## config.mk

```make
export PLATFORM = sky130hd
export DESIGN_NAME = pulse_gen
export DESIGN_NICKNAME = d
export VERILOG_FILES = /design/src/rtl/pulse_pkg.sv /design/src/rtl/sat_updown_cnt.sv /design/src/rtl/pulse_gen.sv
export SDC_FILE = /design/constraint.sdc
export NUM_CORES = 1
export LEC_CHECK = 0
export ABC_AREA = 0
export CAP_MARGIN = 20
export CORE_ASPECT_RATIO = 1.1
export CORE_MARGIN = 3
export CORE_UTILIZATION = 35
export DETAILED_ROUTE_END_ITERATION = 8
export GPL_ROUTABILITY_DRIVEN = 0
export PLACE_DENSITY_LB_ADDON = 0.12
export SLEW_MARGIN = 30
export SYNTH_ARGS = -nofsm -noshare
export SYNTH_HDL_FRONTEND = slang
export SYNTH_SLANG_ARGS = --single-unit
```

## constraint.sdc

```tcl
create_clock -name clk -period 6.5 [get_ports clk]
set_input_delay 0.975 -clock clk [delete_from_list [all_inputs] [get_ports clk]]
set_output_delay 0.975 -clock clk [all_outputs]
set_load 0.03 [all_outputs]
```

## src/rtl/pulse_pkg.sv

```systemverilog
// Shared types and sizing helpers for the pulse generator.
// The timer is sized to hold the larger of the two phase lengths.
package pulse_pkg;

  typedef enum logic [1:0] {
    PG_IDLE = 2'd0,
    PG_HIGH = 2'd1,
    PG_LOW  = 2'd2
  } pulse_gen_state_t;

  function automatic int max_int(input int a, input int b);
    return (a > b) ? a : b;
  endfunction

  function automatic int timer_w(input int high_cyc, input int low_cyc);
    return $clog2(max_int(high_cyc, low_cyc) + 1);
  endfunction

endpackage

```

## src/rtl/sat_updown_cnt.sv

```systemverilog
// Up/down counter that sticks at all-ones and at zero.
// Simultaneous inc and dec cancel, so the count holds.
module sat_updown_cnt #(
  parameter int W = 4
) (
  input  logic         clk,
  input  logic         rst_n,
  input  logic         inc_i,
  input  logic         dec_i,
  output logic [W-1:0] cnt_o,
  output logic         sat_o
);

  localparam logic [W-1:0] ONE = W'(1);

  logic [W-1:0] cnt_q;
  logic [W-1:0] cnt_d;

  assign sat_o = &cnt_q;
  assign cnt_o = cnt_q;

  always_comb begin
    cnt_d = cnt_q;
    if (inc_i && !dec_i && !sat_o) begin
      cnt_d = cnt_q + ONE;
    end else if (dec_i && !inc_i && (cnt_q != '0)) begin
      cnt_d = cnt_q - ONE;
    end
  end

  always_ff @(posedge clk or negedge rst_n) begin
    if (!rst_n) begin
      cnt_q <= '0;
    end else begin
      cnt_q <= cnt_d;
    end
  end

endmodule

```

## src/rtl/pulse_gen.sv

```systemverilog
// Turns single-cycle triggers into HIGH_CYC-wide pulses separated by at least
// LOW_CYC low cycles; triggers arriving mid-pulse wait in a saturating counter.
module pulse_gen
  import pulse_pkg::*;
#(
  parameter int HIGH_CYC = 3,
  parameter int LOW_CYC  = 3,
  parameter int CNT_W    = 4
) (
  input  logic             clk,
  input  logic             rst,
  input  logic             x,
  output logic             a,
  output logic             busy,
  output logic [CNT_W-1:0] pending,
  output logic             overflow
);

  localparam int TW = timer_w(HIGH_CYC, LOW_CYC);
  localparam logic [TW-1:0] HIGH_LOAD = TW'(HIGH_CYC - 1);
  localparam logic [TW-1:0] LOW_LOAD  = TW'(LOW_CYC - 1);
  localparam logic [TW-1:0] TMR_ONE   = TW'(1);

  pulse_gen_state_t state_q;
  logic [TW-1:0]    timer_q;
  logic             a_q;
  logic             busy_q;
  logic             ovf_q;

  logic timer_zero;
  logic pend_zero;
  logic start;
  logic cnt_inc;
  logic cnt_dec;
  logic cnt_sat;

  assign timer_zero = (timer_q == '0);
  assign pend_zero  = (pending == '0);
  assign start      = ((state_q == PG_IDLE) || ((state_q == PG_LOW) && timer_zero))
                      && (x || !pend_zero);

  // A queued trigger is served before a new one; a new trigger only bypasses
  // the queue when the queue is empty.
  assign cnt_inc = x && !(start && pend_zero);
  assign cnt_dec = start && !pend_zero;

  sat_updown_cnt #(
    .W(CNT_W)
  ) u_pend (
    .clk   (clk),
    .rst_n (rst),
    .inc_i (cnt_inc),
    .dec_i (cnt_dec),
    .cnt_o (pending),
    .sat_o (cnt_sat)
  );

  always_ff @(posedge clk or negedge rst) begin
    if (!rst) begin
      state_q <= PG_IDLE;
      timer_q <= '0;
      a_q     <= 1'b0;
      busy_q  <= 1'b0;
      ovf_q   <= 1'b0;
    end else begin
      ovf_q <= cnt_inc && !cnt_dec && cnt_sat;
      case (state_q)
        PG_IDLE: begin
          if (start) begin
            state_q <= PG_HIGH;
            timer_q <= HIGH_LOAD;
            a_q     <= 1'b1;
            busy_q  <= 1'b1;
          end
        end
        PG_HIGH: begin
          if (timer_zero) begin
            state_q <= PG_LOW;
            timer_q <= LOW_LOAD;
            a_q     <= 1'b0;
          end else begin
            timer_q <= timer_q - TMR_ONE;
          end
        end
        PG_LOW: begin
          if (timer_zero) begin
            if (start) begin
              // back-to-back pulse, no idle gap
              state_q <= PG_HIGH;
              timer_q <= HIGH_LOAD;
              a_q     <= 1'b1;
            end else begin
              state_q <= PG_IDLE;
              busy_q  <= 1'b0;
            end
          end else begin
            timer_q <= timer_q - TMR_ONE;
          end
        end
        default: begin
          state_q <= PG_IDLE;
          timer_q <= '0;
          a_q     <= 1'b0;
          busy_q  <= 1'b0;
        end
      endcase
    end
  end

  assign a        = a_q;
  assign busy     = busy_q;
  assign overflow = ovf_q;

endmodule

```

Yosys cells after proc, flatten, opt, wreduce, memory -nomap -nowiden
Cells that the tools add are included.
Widths: inputs -> output; s select.
- register bits: 11
- latch bits: 0
- RAM bits: 0
- memory bits (read-only): 0
- bits of input ports: 3
- output and inout port bits: 7
- word-level logic and storage cells: 61
- memories kept: 0
- $add $sub $neg: 3
- multipliers: 0
- div/mod/pow operators: 0
- order comparisons: 0
- equal/unequal tests: 6
- shifts and indexed selects: 0
- mux-type cells: 19
- bitwise gates (word level): 1
- reduce and logical (&&, ||, !) cells: 26
- operator list (kind ; count):
    $mux 2 ; 6
    $pmux 2 s3 ; 2
    $logic_and 1x1->1 ; 10
    $mux 4 ; 2
    $ne 2x2->1 const B ; 4
    $reduce_and 4->1 ; 2
    $mux 1 ; 7
    $pmux 1 s3 ; 2
    $logic_not 1->1 ; 5
    $add 4x1->4 const B ; 1
    $logic_not 2->1 ; 2
    $logic_not 4->1 ; 1
    $reduce_bool 4->1 ; 1
    $sub 4x1->4 const B ; 1
    $reduce_and 3->1 ; 1
    $eq 2x1->1 const B ; 1
    $eq 2x2->1 const B ; 1
    $logic_or 1x1->1 ; 2
    $reduce_and 2->1 ; 1
    $reduce_bool 2->1 ; 1
    $sub 2x1->2 const B ; 1
    $not 1->1 ; 1

Logic depth before layout (Yosys ltp)
- depth in word-level cells: 12
- mapped depth: 10
- depth with buffers taken out: 9

By module
Synthesis repeated with hierarchy kept, for this count alone.
- cells, all modules: 60
- area total of the unflattened synthesis: 691.9 sq um
- by module, submodules not included (module ; times used ; cells each ; area each (sq um) ; seq. area each (sq um)):
    pulse_gen ; 1 ; 40 ; 416.6 ; 175.2
    sat_updown_cnt ; 1 ; 20 ; 275.3 ; 100.1

Least setup slack after synthesis
No wires, ideal clock.
- path type: register to register
- from: register timer_q[0]
- to: register u_pend.cnt_q[3] (netlist: u_pend.cnt_o[3])
- library setup time: 0.080 ns
- arrival: 2.156 ns
- slack: 4.264 ns
- stages on the path, launching flop included: 11
- buffers on the path: 1
- clock period less this slack: 2.236 ns
- cells stage by stage: dfrtp_1 > inv_1 > ha_1 > nor2b_4 > buf_6 > o211ai_1 > ha_1 > a21o_1 > a21oi_1 > mux2i_1 > xor2_1
- word-level cells in the longest chain between the ends: 11
- ends and longest elaborated chain (item ; RTL line ; text):
    start, declared ; pulse_gen.sv:25 ; logic [TW-1:0] timer_q;
    start signal, assigned ; pulse_gen.sv:82 ; timer_q <= timer_q - TMR_ONE;
    start signal, assigned ; pulse_gen.sv:97 ; timer_q <= timer_q - TMR_ONE;
    $logic_not 2->1 * ; pulse_gen.sv:37 ; assign timer_zero = (timer_q == '0);
    $logic_and 1x1->1 * ; pulse_gen.sv:39 ; assign start = ((state_q == PG_IDLE) || ((state_q == PG_LOW) && timer_zero))
    $logic_or 1x1->1 * ; pulse_gen.sv:39 ;
    $logic_and 1x1->1 * ; pulse_gen.sv:40 ; && (x || !pend_zero);
    $logic_and 1x1->1 ; pulse_gen.sv:44 ; assign cnt_inc = x && !(start && pend_zero);
    $logic_not 1->1 ; pulse_gen.sv:44 ;
    $logic_and 1x1->1 ; pulse_gen.sv:44 ;
    $logic_not 1->1 ; sat_updown_cnt.sv:26 ; end else if (dec_i && !inc_i && (cnt_q != '0)) begin
    $logic_and 1x1->1 (2 in a row) ; sat_updown_cnt.sv:26 ;
    $reduce_bool 2->1 (no line) ; - ;
    end signal, assigned ; sat_updown_cnt.sv:35 ; cnt_q <= cnt_d;
    end, declared ; sat_updown_cnt.sv:16 ; logic [W-1:0] cnt_q;
Mark *: on every way between the ends. The rest lies on a longest branch, timed or not.
A chain may end at the register's enable or synchronous reset.

Final worst setup path
- from: input port x
- to: register u_pend.cnt_q[3] (netlist: u_pend.cnt_o[3])
- word-level cells in the longest chain between the ends: 9
- ends and longest elaborated chain (item ; RTL line ; text):
    start, declared ; pulse_gen.sv:12 ; input logic x,
    $logic_or 1x1->1 ; pulse_gen.sv:40 ;
    $logic_and 1x1->1 ; pulse_gen.sv:40 ;
    $logic_and 1x1->1 ; pulse_gen.sv:44 ;
    $logic_not 1->1 ; pulse_gen.sv:44 ;
    $logic_and 1x1->1 ; pulse_gen.sv:44 ;
    $logic_not 1->1 ; sat_updown_cnt.sv:26 ;
    $logic_and 1x1->1 (2 in a row) ; sat_updown_cnt.sv:26 ;
    $reduce_bool 2->1 (no line) ; - ;
Parallel ways exist; a longest one is shown, timed or not.

==> results.cfg <==
[run_status]
outcome = finished, final reports clean

[clocking]
clock_insertion_delay_worst_skew_ns = 0.26
clockBufferDepth = 2
htree_levels = 1
cts_tree = built
cts_hold_buf = 0
postCtsResizedCells = 0
cts_buffers = 3
postCtsSetupBuffers = 0
cts.sink_count = 11
path_clk_slew_ns = 0.07
clock-root-buffer = sky130_fd_sc_hd__clkbuf_4

[timing]
max_freq_mhz = 370.5
final-max-slew-violation-count = 0
slew_headroom_pct = 64.65
finalHoldWorstSlack_ns = 0.5462
min_period_ns = 2.699
grt_setup_unrepaired = false
finalClockSkew_ns = 0.002892
fin_ws_ns = 3.801
timing_worst_slew_pin_value_ns = 0.5286
final.period_utilization_pct = 41.53
report.final.setup_viol = 0
finalHoldViolations = 0
setup_tns_ns = 0

[logic_synthesis]
synth_top_area_share_pct = 40.44
syn-mean-instance-area_sq_um = 10.01
yosys_register_bits = 11
netlist_area_sq_um = 680.7
post_synth_num_cell_types = 29
synth-async-reset-ratio_pct = 100.0
seq_area_frac_synth_pct = 40.44
synth_edf_count = 0
synth.area.top_cells = sky130_fd_sc_hd__dfrtp_1 (40%), sky130_fd_sc_hd__ha_1 (9.2%), sky130_fd_sc_hd__mux2i_1 (4.4%)
synth.net_count = 77
synthesis.yosys.warnings = 0
synthDominantAreaCellType = sky130_fd_sc_hd__dfrtp_1
dominantRegCellSynth = sky130_fd_sc_hd__dfrtp_1
post_synth_inst_count = 68

[cells_and_area]
layout-drive-gt1-share_pct = 7.595
final_common_cell = sky130_fd_sc_hd__dfrtp_1
mostFrequentLayoutCells = sky130_fd_sc_hd__dfrtp_1 (11), sky130_fd_sc_hd__clkdlybuf4s50_1 (9), sky130_fd_sc_hd__o21ai_0 (6), sky130_fd_sc_hd__nand2_1 (5), sky130_fd_sc_hd__ha_1 (5)
ff_latch_area_sq_um = 275.3
final.fill_count = 173
layout.cell_area.non_filler_sq_um = 804.5
flow.area_growth_from_synthesis_pct = 18.20
nNetsFinal = 89
n_antenna_cell = 0
multi_input_area_sq_um = 375.4

[power_and_ir_drop]
power_mw = 0.4522
pwr_density_cell_nw_per_um2 = 562.1
static_power_due_to_leakage_nw = 0.3444
irDropWorstVdd_mv = 0.2481

[placed_design]
dpl_worst_slack_ns = 3.529
detailed_place_hpwl_microns = 968.9
numPortBuffers = 9
place_area_sq_um = 778.2

[routing]
routed_wirelength_mm = 1.321
routed_wire_length_per_instance_microns = 13.62
dr.first_iter.drc_count = 8
remaining_drc_errors = 0
ant_nets = 0
routed-via-count = 549
firstDrtPassIters = 5
drt-vias-per-instance = 5.660

[worst_setup_path]
worst_endpoint_required_time_ns = 6.69
crit_path_max_fanout = 8
critical_path.slowest_cell = sky130_fd_sc_hd__clkdlybuf4s50_1
r2r_setup_slack_ns = 4.14
critPathMaxStageDelay_ns = 0.61
critPathLaunchType = input pin
worst_ep_arrival_time_ns = 2.89
timing.critical_path.cells = clkdlybuf4s50_1 -> o211ai_1 -> ha_1 -> a21o_1 -> a21oi_1 -> mux2i_1 -> xor2_1
rr_endpoint = u_pend.cnt_o[3]
launch_instance_of_the_worst_register_to_register_path = timer_q[1]
rr_worst_depth = 9
worst-setup-path-type = input pin to flop
critPathCaptureType = flop

[grt]
grt_start_max_net_pins = 16
grt_remaining_overflow = 0
antenna_found_initial = 0
grt_pass1_vias = 499
grt.total_usage_pct = 12.51
wire_length_of_the_first_global_routing_pass_mm = 2.208

[hold_path]
worst_hold_path_type = flop to flop
hold_path.startpoint = u_pend.cnt_o[3]
whs_endpoint = u_pend.cnt_o[3]
worst_hold_path.num_cells = 1

[floorplan]
io_pins = 10
chipWidth_microns = 48.05
core.rowCount = 16
core_area_sq_um = 1802
die-area_sq_um = 2510
initial_cell_density_of_the_core_pct = 37.78
die_height_microns = 52.25

[run]
drv.max_cap_violation_count = 0
critical path, delay by kind of cell:
family	cells	cell delay [ns]
buffers and inverters	1	0.61
AOI/OAI and AO/OA	3	0.57
adders and majority gates	1	0.34
muxes	1	0.23
xor gates and xnor gates	1	0.16
power by group:
| group | switching [mW] | internal (mW) | total [mW] |
|---|---|---|---|
| clock | 0.0219 | 0.0237 | 0.0456 |
| combinational | 0.139 | 0.120 | 0.259 |
| sequential | 0.0477 | 0.100 | 0.148 |
| total | 0.209 | 0.243 | 0.452 |
layer usage:
layer  track usage [%]  wire length (microns)  up-vias
met2             18.72                    631       12
met3             2.405                     31        2
li1                  -                      -      272
met1             16.45                    646      263
met5                 0                      0        -
met4             6.726                     12        0
cells in the mapped netlist (2+ instances only):
cell type,n
sky130_fd_sc_hd__o211ai_1,2
sky130_fd_sc_hd__xor2_1,3
sky130_fd_sc_hd__nand2_1,5
sky130_fd_sc_hd__inv_1,4
sky130_fd_sc_hd__nand3_1,2
sky130_fd_sc_hd__dfrtp_1,11
sky130_fd_sc_hd__ha_1,5
sky130_fd_sc_hd__a211oi_1,2
sky130_fd_sc_hd__o21ai_0,6
sky130_fd_sc_hd__mux2i_1,3
sky130_fd_sc_hd__o221ai_1,2
sky130_fd_sc_hd__a21oi_1,3
sky130_fd_sc_hd__nor2_1,4
kinds of logic after synthesis:
| family | synth area share (%) |
|---|---|
| flip-flops | 40.44 |
| XOR/XNOR | 3.861 |
| AND/OR/NAND/NOR | 14.52 |
| multiplexers | 4.412 |
| adder cells (fa/ha/maj) | 12.13 |
| buffers and inverters | 4.410 |
| AO/OA/AOI/OAI | 20.22 |
stage by stage:
step	utilization [%]	cells
3_5_place_dp	43.19	93
2_1_floorplan	-	68
5_1_grt	44.65	97
3_3_place_gp	43.19	93
6_report	44.65	97
4_1_cts	44.65	97
registers in the layout (all words and copies together), names as in the netlist:
register / count
busy: 1
timer_q: 2
overflow: 1
a: 1
u_pend.cnt_o: 4
state_q: 2
worst max path at each step:
stage | startpoint | to
floorplan | timer_q[0] | u_pend.cnt_o[3]
global placement | x | u_pend.cnt_o[3]
detailed placement | x | u_pend.cnt_o[3]
CTS | x | u_pend.cnt_o[3]
global route | x | u_pend.cnt_o[3]
finish | x | u_pend.cnt_o[3]
layout make-up:
type | count | share of cell area, %
Clock buffer | 4 | 3.266
Inverter | 4 | 1.866
Multi-Input combinational cell | 51 | 46.66
Sequential cell | 11 | 34.21
Tap cell | 18 | 2.799
Timing Repair Buffer | 9 | 11.20
(Power assumes the default switching activity.)
